===== config.mk =====
export PLATFORM = sky130hd
export DESIGN_NAME = trig_multi_flat
export DESIGN_NICKNAME = d
export VERILOG_FILES = /design/src/rtl/trig_multi_if.sv /design/src/rtl/trig_multi.sv /design/src/flat_wrapper.sv
export SDC_FILE = /design/constraint.sdc
export NUM_CORES = 1
export LEC_CHECK = 0
export CAP_MARGIN = 5
export CELL_PAD_IN_SITES_DETAIL_PLACEMENT = 1
export CELL_PAD_IN_SITES_GLOBAL_PLACEMENT = 2
export CORE_MARGIN = 1
export CORE_UTILIZATION = 36
export CTS_CLUSTER_SIZE = 28
export DETAILED_ROUTE_END_ITERATION = 6
export PLACE_DENSITY = 0.88
export SETUP_SLACK_MARGIN = 0.2
export SLEW_MARGIN = 20
export SYNTH_ARGS = -nofsm -noshare
export SYNTH_HDL_FRONTEND = slang
export SYNTH_SLANG_ARGS = --single-unit

===== constraint.sdc =====
create_clock -name clk -period 5.15 [get_ports clk]
set_input_delay 1.03 -clock clk [delete_from_list [all_inputs] [get_ports clk]]
set_output_delay 1.03 -clock clk [all_outputs]
set_load 0.02 [all_outputs]

===== src/rtl/trig_multi_if.sv =====
// trig_multi_if: the bus between the ranging sequencer / echo capture side
// and the multi-channel trigger generator.
//   enable     start request; a rising edge starts one trigger
//   pulse_len  trigger high time in clk cycles (0 acts as 1)
//   holdoff    guard time after the pulse in clk cycles
//   ch_mask    per-channel participation in the round-robin rotation
//   sig        one-hot (or zero) trigger outputs
//   ch_idx     channel of the current or most recent trigger
//   ready      high only while idle
//   done       one-cycle pulse when a trigger sequence completes
//   err        one-cycle pulse when a start is rejected (ch_mask == 0)
//   auto_run   only with TRIG_MULTI_AUTO_EN: chain channels without new starts
// master = sequencer side, slave = trig_multi.
interface trig_multi_if #(
    parameter int CNT_LEN = 8,
    parameter int N_CH    = 4
);
    localparam int CH_W = $clog2(N_CH);

    logic               enable;
    logic [CNT_LEN-1:0] pulse_len;
    logic [CNT_LEN-1:0] holdoff;
    logic [N_CH-1:0]    ch_mask;
    logic [N_CH-1:0]    sig;
    logic [CH_W-1:0]    ch_idx;
    logic               ready;
    logic               done;
    logic               err;
`ifdef TRIG_MULTI_AUTO_EN
    logic               auto_run;
`endif

    modport master (
`ifdef TRIG_MULTI_AUTO_EN
        output auto_run,
`endif
        output enable, pulse_len, holdoff, ch_mask,
        input  sig, ch_idx, ready, done, err
    );

    modport slave (
`ifdef TRIG_MULTI_AUTO_EN
        input  auto_run,
`endif
        input  enable, pulse_len, holdoff, ch_mask,
        output sig, ch_idx, ready, done, err
    );
endinterface


===== src/rtl/trig_multi.sv =====
// trig_multi: round-robin trigger generator for N_CH ultrasonic sensors.
// Each rising edge of enable (seen while idle) fires one pulse of
// max(pulse_len,1) cycles on the next enabled channel after the last one
// used, followed by holdoff quiet cycles, then a one-cycle done.
// Ports:
//   clk   system clock
//   rst   asynchronous active-low reset
//   bus   trig_multi_if.slave (enable, pulse_len, holdoff, ch_mask in;
//         sig, ch_idx, ready, done, err out)
// Optional macro TRIG_MULTI_AUTO_EN: adds bus.auto_run; while set, the end
// of a sequence immediately relaunches on the next channel with freshly
// sampled ch_mask/pulse_len/holdoff (done still pulses, ready stays low).
module trig_multi #(
    parameter int CNT_LEN = 8,
    parameter int N_CH    = 4
) (
    input  logic         clk,
    input  logic         rst,
    trig_multi_if.slave  bus
);
    localparam int CH_W = $clog2(N_CH);

    localparam logic [1:0] S_IDLE  = 2'd0;
    localparam logic [1:0] S_PULSE = 2'd1;
    localparam logic [1:0] S_HOLD  = 2'd2;

    logic [1:0]         state_q, state_d;
    logic               en_q;
    logic [CNT_LEN-1:0] cnt_q, cnt_d;
    logic [CNT_LEN-1:0] plen_q, plen_d;
    logic [CNT_LEN-1:0] hold_q, hold_d;
    logic [N_CH-1:0]    sig_q, sig_d;
    logic [CH_W-1:0]    ptr_q, ptr_d;
    logic [CH_W-1:0]    idx_q, idx_d;
    logic               ready_q, ready_d;
    logic               done_q, done_d;
    logic               err_q, err_d;

    logic               start;
    logic               pulse_last, hold_last;
    logic               launch, finish;
    logic [CH_W-1:0]    nxt_ch, cand;

    assign start      = bus.enable && !en_q;
    // pulse_len of 0 behaves as 1: the first pulse cycle is also the last
    assign pulse_last = (plen_q == '0) || (cnt_q == plen_q - CNT_LEN'(1));
    assign hold_last  = (cnt_q == hold_q - CNT_LEN'(1));

    // Next set mask bit strictly after ptr_q, wrapping; scanning offsets
    // downward lets the smallest offset win. Offset N_CH lands on ptr_q
    // itself, which covers a single-bit mask reusing its channel.
    always_comb begin
        nxt_ch = ptr_q;
        cand   = ptr_q;
        for (int off = N_CH; off >= 1; off--) begin
            cand = CH_W'((int'(ptr_q) + off) % N_CH);
            if (bus.ch_mask[cand]) nxt_ch = cand;
        end
    end

    always_comb begin
        state_d = state_q;
        cnt_d   = cnt_q;
        plen_d  = plen_q;
        hold_d  = hold_q;
        sig_d   = sig_q;
        ptr_d   = ptr_q;
        idx_d   = idx_q;
        done_d  = 1'b0;
        err_d   = 1'b0;
        launch  = 1'b0;
        finish  = 1'b0;

        case (state_q)
            S_IDLE: begin
                if (start) begin
                    if (bus.ch_mask == '0) err_d  = 1'b1;
                    else                   launch = 1'b1;
                end
            end
            S_PULSE: begin
                cnt_d = cnt_q + CNT_LEN'(1);
                if (pulse_last) begin
                    sig_d = '0;
                    cnt_d = '0;
                    if (hold_q != '0) state_d = S_HOLD;
                    else              finish  = 1'b1;
                end
            end
            S_HOLD: begin
                cnt_d = cnt_q + CNT_LEN'(1);
                if (hold_last) finish = 1'b1;
            end
            default: state_d = S_IDLE;
        endcase

        if (finish) begin
            done_d  = 1'b1;
            state_d = S_IDLE;
`ifdef TRIG_MULTI_AUTO_EN
            // a zero mask here just ends the run quietly, no err
            if (bus.auto_run && (bus.ch_mask != '0)) launch = 1'b1;
`endif
        end

        if (launch) begin
            plen_d        = bus.pulse_len;
            hold_d        = bus.holdoff;
            ptr_d         = nxt_ch;
            idx_d         = nxt_ch;
            cnt_d         = '0;
            sig_d         = '0;
            sig_d[nxt_ch] = 1'b1;
            state_d       = S_PULSE;
        end

        ready_d = (state_d == S_IDLE);
    end

    always_ff @(posedge clk or negedge rst) begin
        if (!rst) begin
            state_q <= S_IDLE;
            en_q    <= 1'b0;
            cnt_q   <= '0;
            plen_q  <= '0;
            hold_q  <= '0;
            sig_q   <= '0;
            ptr_q   <= CH_W'(N_CH - 1);
            idx_q   <= '0;
            ready_q <= 1'b1;
            done_q  <= 1'b0;
            err_q   <= 1'b0;
        end else begin
            state_q <= state_d;
            en_q    <= bus.enable;
            cnt_q   <= cnt_d;
            plen_q  <= plen_d;
            hold_q  <= hold_d;
            sig_q   <= sig_d;
            ptr_q   <= ptr_d;
            idx_q   <= idx_d;
            ready_q <= ready_d;
            done_q  <= done_d;
            err_q   <= err_d;
        end
    end

    assign bus.sig    = sig_q;
    assign bus.ch_idx = idx_q;
    assign bus.ready  = ready_q;
    assign bus.done   = done_q;
    assign bus.err    = err_q;
endmodule

===== src/flat_wrapper.sv =====
// flat-port wrapper written by rule: the top's interface ports become plain ports
module trig_multi_flat 
#(
    parameter int CNT_LEN = 8,
    parameter int N_CH    = 4
)
  (clk, rst, bus_enable, bus_pulse_len, bus_holdoff, bus_ch_mask, bus_sig, bus_ch_idx, bus_ready, bus_done, bus_err);
  trig_multi_if #(.CNT_LEN(CNT_LEN), .N_CH(N_CH)) bus_i ();
  input  logic clk;
  input  logic rst;
  input wire logic [$bits(bus_i.enable)-1:0] bus_enable;
  input wire logic [$bits(bus_i.pulse_len)-1:0] bus_pulse_len;
  input wire logic [$bits(bus_i.holdoff)-1:0] bus_holdoff;
  input wire logic [$bits(bus_i.ch_mask)-1:0] bus_ch_mask;
  output wire logic [$bits(bus_i.sig)-1:0] bus_sig;
  output wire logic [$bits(bus_i.ch_idx)-1:0] bus_ch_idx;
  output wire logic [$bits(bus_i.ready)-1:0] bus_ready;
  output wire logic [$bits(bus_i.done)-1:0] bus_done;
  output wire logic [$bits(bus_i.err)-1:0] bus_err;
  assign bus_i.enable = bus_enable;
  assign bus_i.pulse_len = bus_pulse_len;
  assign bus_i.holdoff = bus_holdoff;
  assign bus_i.ch_mask = bus_ch_mask;
  assign bus_sig = bus_i.sig;
  assign bus_ch_idx = bus_i.ch_idx;
  assign bus_ready = bus_i.ready;
  assign bus_done = bus_i.done;
  assign bus_err = bus_i.err;
  trig_multi #(.CNT_LEN(CNT_LEN), .N_CH(N_CH)) u_core (.clk(clk), .rst(rst), .bus(bus_i));
endmodule

==> results.txt, run 1 <==
----------------------------------------------------
[Synthesis]
  Number of standard cells after synthesis ... 224
  Primary FF master, synth ... sky130_fd_sc_hd__dfrtp_1
  Synthesized area divided by synthesized cell count ... 9.67 µm²
  Number of nets in the synthesized netlist ... 255
  Number of register bits inferred by synthesis ... 38
  Seq/Total Area, Yosys ... 0.441
  Count of flip-flops with a built-in enable after synthesis ... 0
  Number of distinct library cells after synthesis ... 44
  Number of synthesis warnings ... 0
  Synthesized cell area ... 2170 µm²
  Share of flip-flops with an asynchronous set or reset ... 1.00

[Power and ir drop]
  Combinational share of power ... 0.433
  Power per Cell Area ... 601 nW/µm²
  Net switching share of the total power ... 0.390
  Part of the power in registers ... 0.369
  Overall power consumption ... 0.00161 W
  Worst supply voltage drop on vdd ... 0.252 mV
  Share of power burned in the clock network ... 0.197
  Switching power ... 0.000628 W
  Internal power component ... 0.000983 W
  Leakage power summed over all cells ... 1.14 nW

[Setup path]
  Worst endpoint data arrival time ... 3.03 ns
  Maximum fanout along the worst path ... 28
  Critical path launch point type ... primary input
  Worst reg-to-reg setup slack ... 2.47 ns
  Element type at the critical path end ... flip-flop
  CP Class ... in -> reg
  Endpoint required time on the critical path ... 5.32 ns

[Timing]
  Setup repair after global routing missed its margin ... no
  Final worst path period need ... 2.86 ns
  Final setup viols ... 0
  Final clock period utilization by the worst path ... 0.555
  Layout Skew ... 0.00477 ns
  Final TNS setup ... 0 ns
  Worst slew margin relative to its limit ... 0.421
  Worst Max-Slew Pin Slew ... 0.869 ns
  Peak clock frequency supported by timing ... 0.350 GHz
  Fin. Hold Viols ... 0
  Final max-slew violation count ... 0

[Die]
  Die extent in y ... 79.6 µm
  Core box area ... 5640 µm²
  Die Span X ... 79.6 µm
  Starting density of the core ... 0.384
  Rows ... 27
  Area of the die ... 6330 µm²
  Top Ports ... 32

[Route]
  Vias post-DR ... 1,733
  Total length of routed wires ... 5060 µm
  Routed vias/inst ... 5.30
  DRC violation total after the first TritonRoute iteration ... 72
  Antenna-violating nets left ... 0
  Drt pass-1 iters ... 4
  Routed wire per std cell ... 15.5 µm
  Final routed DRC violation total ... 0

[Global routing]
  Global-route wire length before repair ... 8650 µm
  Initial antenna violation count ... 0
  Grt total ovfl ... 0
  Number of global-route vias before repair ... 1,809
  Overall fraction of global-route tracks in use ... 0.180
  Pin count of the biggest net entering global routing ... 39

[Clock tree]
  Skew-Pair Late Insertion Delay ... 0.29 ns
  Number of buffers on the longest clock path ... 2
  Clock tree from TritonCTS ... built
  CTS sink count ... 38
  Library cell used as clock root buffer ... sky130_fd_sc_hd__clkbuf_8
  Number of setup buffers added after CTS ... 0
  Clock slew seen by the registers of the worst setup and hold paths ... 0.08 ns
  Post-CTS Resized ... 0
  CTS H-tree depth ... 2
  Cts bufs inserted ... 5
  Hold-fix buffers, CTS ... 0

[Min path]
  Worst min-delay path class ... reg -> reg

[Place]
  Half-perimeter wire length after placement ... 3730 µm
  Routability cong. ... 0.813
  Port-buffer cells ... 31

[Final layout]
  Layout cells sized above 1 ... 0.114
  Antenna Cells ... 0
  Number of nets at the end of the flow ... 285
  Area growth from synthesis to layout ... 23.7%
  Count of filler cells inserted in the layout ... 641

[Run status]
  Outcome ... complete, no violations

[Flow run]
  Max-Cap Viols ... 0

----------------------------------------------------
==> path summary, 6_finish.rpt <==
check                                        from                 to  cells past startpoint
worst max-delay path               bus_ch_mask[0]    u_core.cnt_q[4]                      8
worst min-delay path            u_core.bus.sig[0]  u_core.bus.sig[0]                      1
worst max register to register   u_core.plen_q[0]   u_core.bus.ready                      8
worst min register to register  u_core.bus.sig[0]  u_core.bus.sig[0]                      1
max in group asynchronous                     rst   u_core.plen_q[6]                      1
min in group asynchronous                     rst    u_core.cnt_q[3]                      1
==> layout make-up <==
cell class	count	area (µm²)	share of cell area
clock buffer	6	82.6	0.0308
clock inverter	2	60.1	0.0224
inverter	10	37.5	0.0140
multi-input combinational	167	1140	0.426
sequential	38	955	0.356
tap	72	90.1	0.0336
timing repair buffer	32	313	0.117
==> power by group through the flow <==
| stage | logic, W | clock network, W | registers [W] |
|---|---|---|---|
| 2_1_floorplan | 0.000534 | 0 | 0.000551 |
| 3_3_place_gp | 0.000680 | 0 | 0.000599 |
| 3_5_place_dp | 0.000700 | 0 | 0.000602 |
| 4_1_cts | 0.000709 | 0.000326 | 0.000597 |
| 5_1_grt | 0.000791 | 0.000340 | 0.000619 |
| 6_report | 0.000699 | 0.000318 | 0.000595 |
==> cells in the final DEF (no fill, tap or decap), drive strengths merged, types with 3 or more instances in the layout <==
cell type,synthesis,routed
ha,8,8
o21a,3,3
xor2,8,8
xnor2,14,14
o21ai,11,11
mux2,12,12
nor3,7,7
nor4b,5,5
o311ai,3,3
nand2,23,23
clkbuf,7,6
a21oi,6,6
dfstp,3,3
nor2,23,23
clkdlybuf4s50,0,30
dfrtp,35,35
nand3,9,9
inv,10,10
==> critical path, stage by stage <==
cell	delay (ns)
sky130_fd_sc_hd__clkdlybuf4s50_1	0.46
sky130_fd_sc_hd__nor2_1	0.25
sky130_fd_sc_hd__a21oi_2	0.08
sky130_fd_sc_hd__buf_4	0.25
sky130_fd_sc_hd__nor2_1	0.13
sky130_fd_sc_hd__o21a_1	0.24
sky130_fd_sc_hd__nand2_1	0.18
sky130_fd_sc_hd__o311ai_0	0.40
==> sequential cells by signal (all words and copies together), names as in the netlist <==
name,count
u_core.bus.ch_idx,2
u_core.bus.done,1
u_core.bus.err,1
u_core.bus.ready,1
u_core.bus.sig,4
u_core.cnt_q,8
u_core.en_q,1
u_core.hold_q,8
u_core.plen_q,8
u_core.ptr_q,2
u_core.state_q,2
==> metal layers <==
metal / up-vias / track usage / wire length [µm]
met4: 0 / 0.0382 / 26
met2: 27 / 0.294 / 2430
met3: 4 / 0.0526 / 183
met1: 853 / 0.235 / 2420
li1: 849 / - / -
met5: - / 0 / 0
==> cell families (layout without fill, tap and decap cells) <==
group | count (synthesis) | after routing | share of synthesized area
AOI/OAI and AO/OA | 40 | 40 | 0.128
xor gates and xnor gates | 22 | 22 | 0.0889
adders and majority gates | 8 | 8 | 0.0462
buffers and inverters | 19 | 50 | 0.0341
DFF | 38 | 38 | 0.441
muxes | 13 | 13 | 0.0670
and+or+nand+nor | 84 | 84 | 0.195
==> cell usage after synthesis, types with 3 or more instances <==
cell	instances	area share
sky130_fd_sc_hd__nand2_1	23	0.040
sky130_fd_sc_hd__dfrtp_1	35	0.40
sky130_fd_sc_hd__mux2_2	12	0.062
sky130_fd_sc_hd__xor2_1	8	0.032
sky130_fd_sc_hd__dfstp_2	3	0.036
sky130_fd_sc_hd__nor2_1	23	0.040
sky130_fd_sc_hd__nand3_1	9	0.021
sky130_fd_sc_hd__o311ai_0	3	0.012
sky130_fd_sc_hd__xnor2_1	14	0.057
sky130_fd_sc_hd__ha_1	8	0.046
sky130_fd_sc_hd__nor3_1	6	0.014
sky130_fd_sc_hd__o21a_1	3	0.010
sky130_fd_sc_hd__inv_1	10	0.017
sky130_fd_sc_hd__nor4b_1	5	0.020
sky130_fd_sc_hd__clkbuf_1	7	0.012
sky130_fd_sc_hd__a21oi_1	6	0.014
sky130_fd_sc_hd__o21ai_0	11	0.025
==> per-stage QoR <==
step                      hold slack [ns]  instances   util  instance area (µm²)  worst slack, ns
after floorplan                     0.491        224      -                 2170             2.69
after global placement              0.473        319  0.450                 2540             2.19
after detailed placement            0.471        319  0.450                 2540             1.99
after CTS                           0.497        327  0.475                 2680             2.30
after global routing                0.520        327  0.475                 2680             2.12
final                               0.493        327  0.475                 2680             2.29
Power figures use the tool's default switching activity.
==> run 2, diff against run 1 <==
--- a/config.mk
+++ b/config.mk
@@ -9,10 +9,10 @@
 export CELL_PAD_IN_SITES_DETAIL_PLACEMENT = 1
 export CELL_PAD_IN_SITES_GLOBAL_PLACEMENT = 2
 export CORE_MARGIN = 1
-export CORE_UTILIZATION = 36
+export CORE_UTILIZATION = 30
 export CTS_CLUSTER_SIZE = 28
 export DETAILED_ROUTE_END_ITERATION = 6
-export PLACE_DENSITY = 0.88
+export PLACE_DENSITY = 0.78
 export SETUP_SLACK_MARGIN = 0.2
 export SLEW_MARGIN = 20
 export SYNTH_ARGS = -nofsm -noshare
==> constraint.sdc (replaced) <==
create_clock -name clk -period 2.55 [get_ports clk]
set_input_delay 0.51 -clock clk [delete_from_list [all_inputs] [get_ports clk]]
set_output_delay 0.51 -clock clk [all_outputs]
set_load 0.02 [all_outputs]
==> results.txt, run 2 (synthesis gave the netlist of run 1 again) <==
----------------------------------------------------
[Setup path]
  CP Class ... reg -> reg
  Element type at the critical path end ... flip-flop
  Stage delay of the slowest cell on the critical path ... 0.56 ns (+0.10 ns)
  Worst reg-to-reg path cell count ... 7 (-1)
  Critical-path cell with the highest stage delay ... sky130_fd_sc_hd__or4_4
  Sequence of cells on the critical path ... or4_4, o21a_1, o211a_1, o311a_1, nor3b_1, a41o_1, o21ai_0
  Maximum fanout along the worst path ... 4 (-86%)
  WP buf/inv ... 0 (-2)
  Dominant delay contributor by cell family on the critical path ... compound AO/OA/AOI/OAI gates
  Critical Path Start ... u_core.hold_q[2]
  Reg2reg start ... u_core.hold_q[2]
  Endpoint required time on the critical path ... 2.77 ns (-2.55 ns)
  Worst endpoint data arrival time ... 2.52 ns (-0.51 ns)
  Critical path launch point type ... flip-flop
  Logic depth of the worst setup path including buffers ... 7 (-1)

[Final layout]
  Most frequent standard cell in the layout excluding fill and tap cells ... sky130_fd_sc_hd__dfrtp_1
  Commonest cells after routing, fill and taps aside ... 34 x sky130_fd_sc_hd__dfrtp_1, 30 x sky130_fd_sc_hd__clkdlybuf4s50_1, 23 x sky130_fd_sc_hd__nand2_1, 22 x sky130_fd_sc_hd__nor2_1, 16 x sky130_fd_sc_hd__buf_4
  Post-route non-filler standard cell count ... 367 (+12%)
  Antenna Cells ... 0 (unchanged)
  Final Util ... 0.417 (-0.0576)
  Biggest registers after layout ... u_core.cnt_q x8, u_core.hold_q x8, u_core.plen_q x8
  Layout cells sized above 1 ... 0.207 (+0.0929)
  Area growth from synthesis to layout ... 32.3%
  Count of filler cells inserted in the layout ... 791 (+23%)
  Number of nets at the end of the flow ... 301 (+5.6%)

[Die]
  Rows ... 30 (+11%)
  Die extent in y ... 87.0 µm (+9.3%)
  Top Ports ... 32 (unchanged)
  Area of the die ... 7570 µm² (+19%)
  Die Span X ... 87.0 µm (+9.3%)
  Starting density of the core ... 0.315 (-0.0686)
  Core box area ... 6870 µm² (+22%)

[Global routing]
  Global-route wire length before repair ... 9050 µm (+4.6%)
  Grt total ovfl ... 0 (unchanged)
  Most heavily used metal layer in global routing ... met2
  Number of global-route vias before repair ... 1,904 (+5.3%)
  Global-route track usage on met3 ... 0.0360 (-0.0166)
  Pin count of the biggest net entering global routing ... 39 (unchanged)
  Global Route met1 Usage ... 0.197 (-0.0380)
  Initial antenna violation count ... 0 (unchanged)
  Overall fraction of global-route tracks in use ... 0.158 (-0.0223)
  Met2 capacity usage during global routing ... 0.270 (-0.0242)

[Timing]
  Peak clock frequency supported by timing ... 0.434 GHz
  Final max-slew violation count ... 0 (unchanged)
  Final worst path period need ... 2.30 ns
  Layout Skew ... 0.00606 ns (+0.00128 ns)
  Worst slew margin relative to its limit ... 0.401 (-0.0195)
  Setup repair after global routing missed its margin ... yes
  Final setup viols ... 0 (unchanged)
  Hold WS ... 0.340 ns (-0.153 ns)
  Final clock period utilization by the worst path ... 0.904
  Fin. Hold Viols ... 0 (unchanged)
  Worst Max-Slew Pin Slew ... 0.898 ns (+0.0293 ns)

[Clock tree]
  Clock slew seen by the registers of the worst setup and hold paths ... 0.08 ns (about the same)
  CTS sink count ... 38 (unchanged)
  Hold-fix buffers, CTS ... 0 (unchanged)
  Clock tree from TritonCTS ... built
  Cts bufs inserted ... 5 (unchanged)
  Library cell used as clock root buffer ... sky130_fd_sc_hd__clkbuf_8
  CTS H-tree depth ... 2 (unchanged)
  Skew-Pair Late Insertion Delay ... 0.29 ns (about the same)
  Number of buffers on the longest clock path ... 2 (unchanged)

[Power and ir drop]
  Worst supply voltage drop on vdd ... 0.531 mV (+110%)
  Power per Cell Area ... 1180 nW/µm² (+96%)
  Leakage power summed over all cells ... 1.21 nW (+6.2%)

[Route]
  Drt pass-1 iters ... 3 (-1)
  Routed vias/inst ... 4.87 (-8.1%)
  Total length of routed wires ... 5350 µm (+5.8%)
  Final routed DRC violation total ... 0 (unchanged)
  Routed wire per std cell ... 14.6 µm (-5.7%)
  DRC violation total after the first TritonRoute iteration ... 56 (-22%)
  Antenna-violating nets left ... 0 (unchanged)
  Vias post-DR ... 1,788 (+3.2%)

[Place]
  Routability cong. ... 0.771 (-5.2%)
  Port-buffer cells ... 31 (unchanged)
  Total instance count after detailed placement ... 353 (+11%)
  Half-perimeter wire length after placement ... 3950 µm (+5.8%)

[Flow run]
  Max-Cap Viols ... 0 (unchanged)

[Run status]
  Outcome ... complete, no violations

[Min path]
  Worst min-delay path class ... in -> async

----------------------------------------------------
==> run 2: cell count changes in the layout (fill, tap and decap cells not counted), sizes merged <==
cell    before  now
buf          2   18
clkinv       0    2
bufinv       2    1
clkbuf       6    5
==> run 2: worst paths after layout <==
check | endpoint | slack [ns]
max in group asynchronous | u_core.plen_q[2] | 1.60
min in group clk | u_core.bus.sig[0] | 0.50
min | u_core.bus.ch_idx[1] | 0.34
min reg2reg | u_core.bus.sig[0] | 0.50
max reg2reg | u_core.state_q[0] | 0.25
max | u_core.state_q[0] | 0.25
==> run 2: per-layer routing <==
| layer | vias to the layer above | wire (µm) | part of all wire |
|---|---|---|---|
| li1 | 882 | - | - |
| met1 | 878 | 2470 | 0.46 |
| met2 | 22 | 2660 | 0.50 |
| met3 | 6 | 167 | 0.031 |
| met4 | 0 | 59 | 0.011 |
| met5 | - | 0 | 0 |
==> run 2: per-stage QoR <==
step	setup TNS (ns)	cell area [µm²]	total power (W)	worst slack [ns]
detailed placement	-0.0341	2640	0.00272	-0.0341
global placement	0	2640	0.00268	0.0378
global route	0	2870	0.00366	0.120
finish	0	2870	0.00337	0.246
CTS	0	2790	0.00331	0.205
floorplan	0	2170	0.00219	0.331
==> run 2: cell type report <==
| type | count | area (µm²) | share of cell area |
|---|---|---|---|
| Tap cell | 96 | 120 | 0.0419 |
| Clock inverter | 3 | 40.0 | 0.0140 |
| Sequential cell | 38 | 956 | 0.333 |
| Clock buffer | 5 | 68.8 | 0.0240 |
| Multi-Input combinational cell | 167 | 1210 | 0.421 |
| Timing Repair Buffer | 48 | 437 | 0.152 |
| Inverter | 10 | 37.5 | 0.0131 |
==> run 2: power by group <==
group	switching [W]	leakage, nW	internal (W)
Combinational	0.000844	0.689	0.000859
Sequential	0.000285	0.460	0.000873
Clock	0.000224	0.0579	0.000288
==> run 2: worst reg2reg max path, delay by kind of cell, from the launching register on <==
family,cells,cell delay (ns)
compound gates,5,1.15
simple gates,2,0.70
flops,1,0.39
==> run 2: repair_timing <==
action / in CTS / in global routing
pin swaps: 1 / 9
endpoints found under the hold margin: 0 / 0
resized for setup: 6 / 11
setup endpoints to repair: 7 / 15
setup buffers: 2 / 4
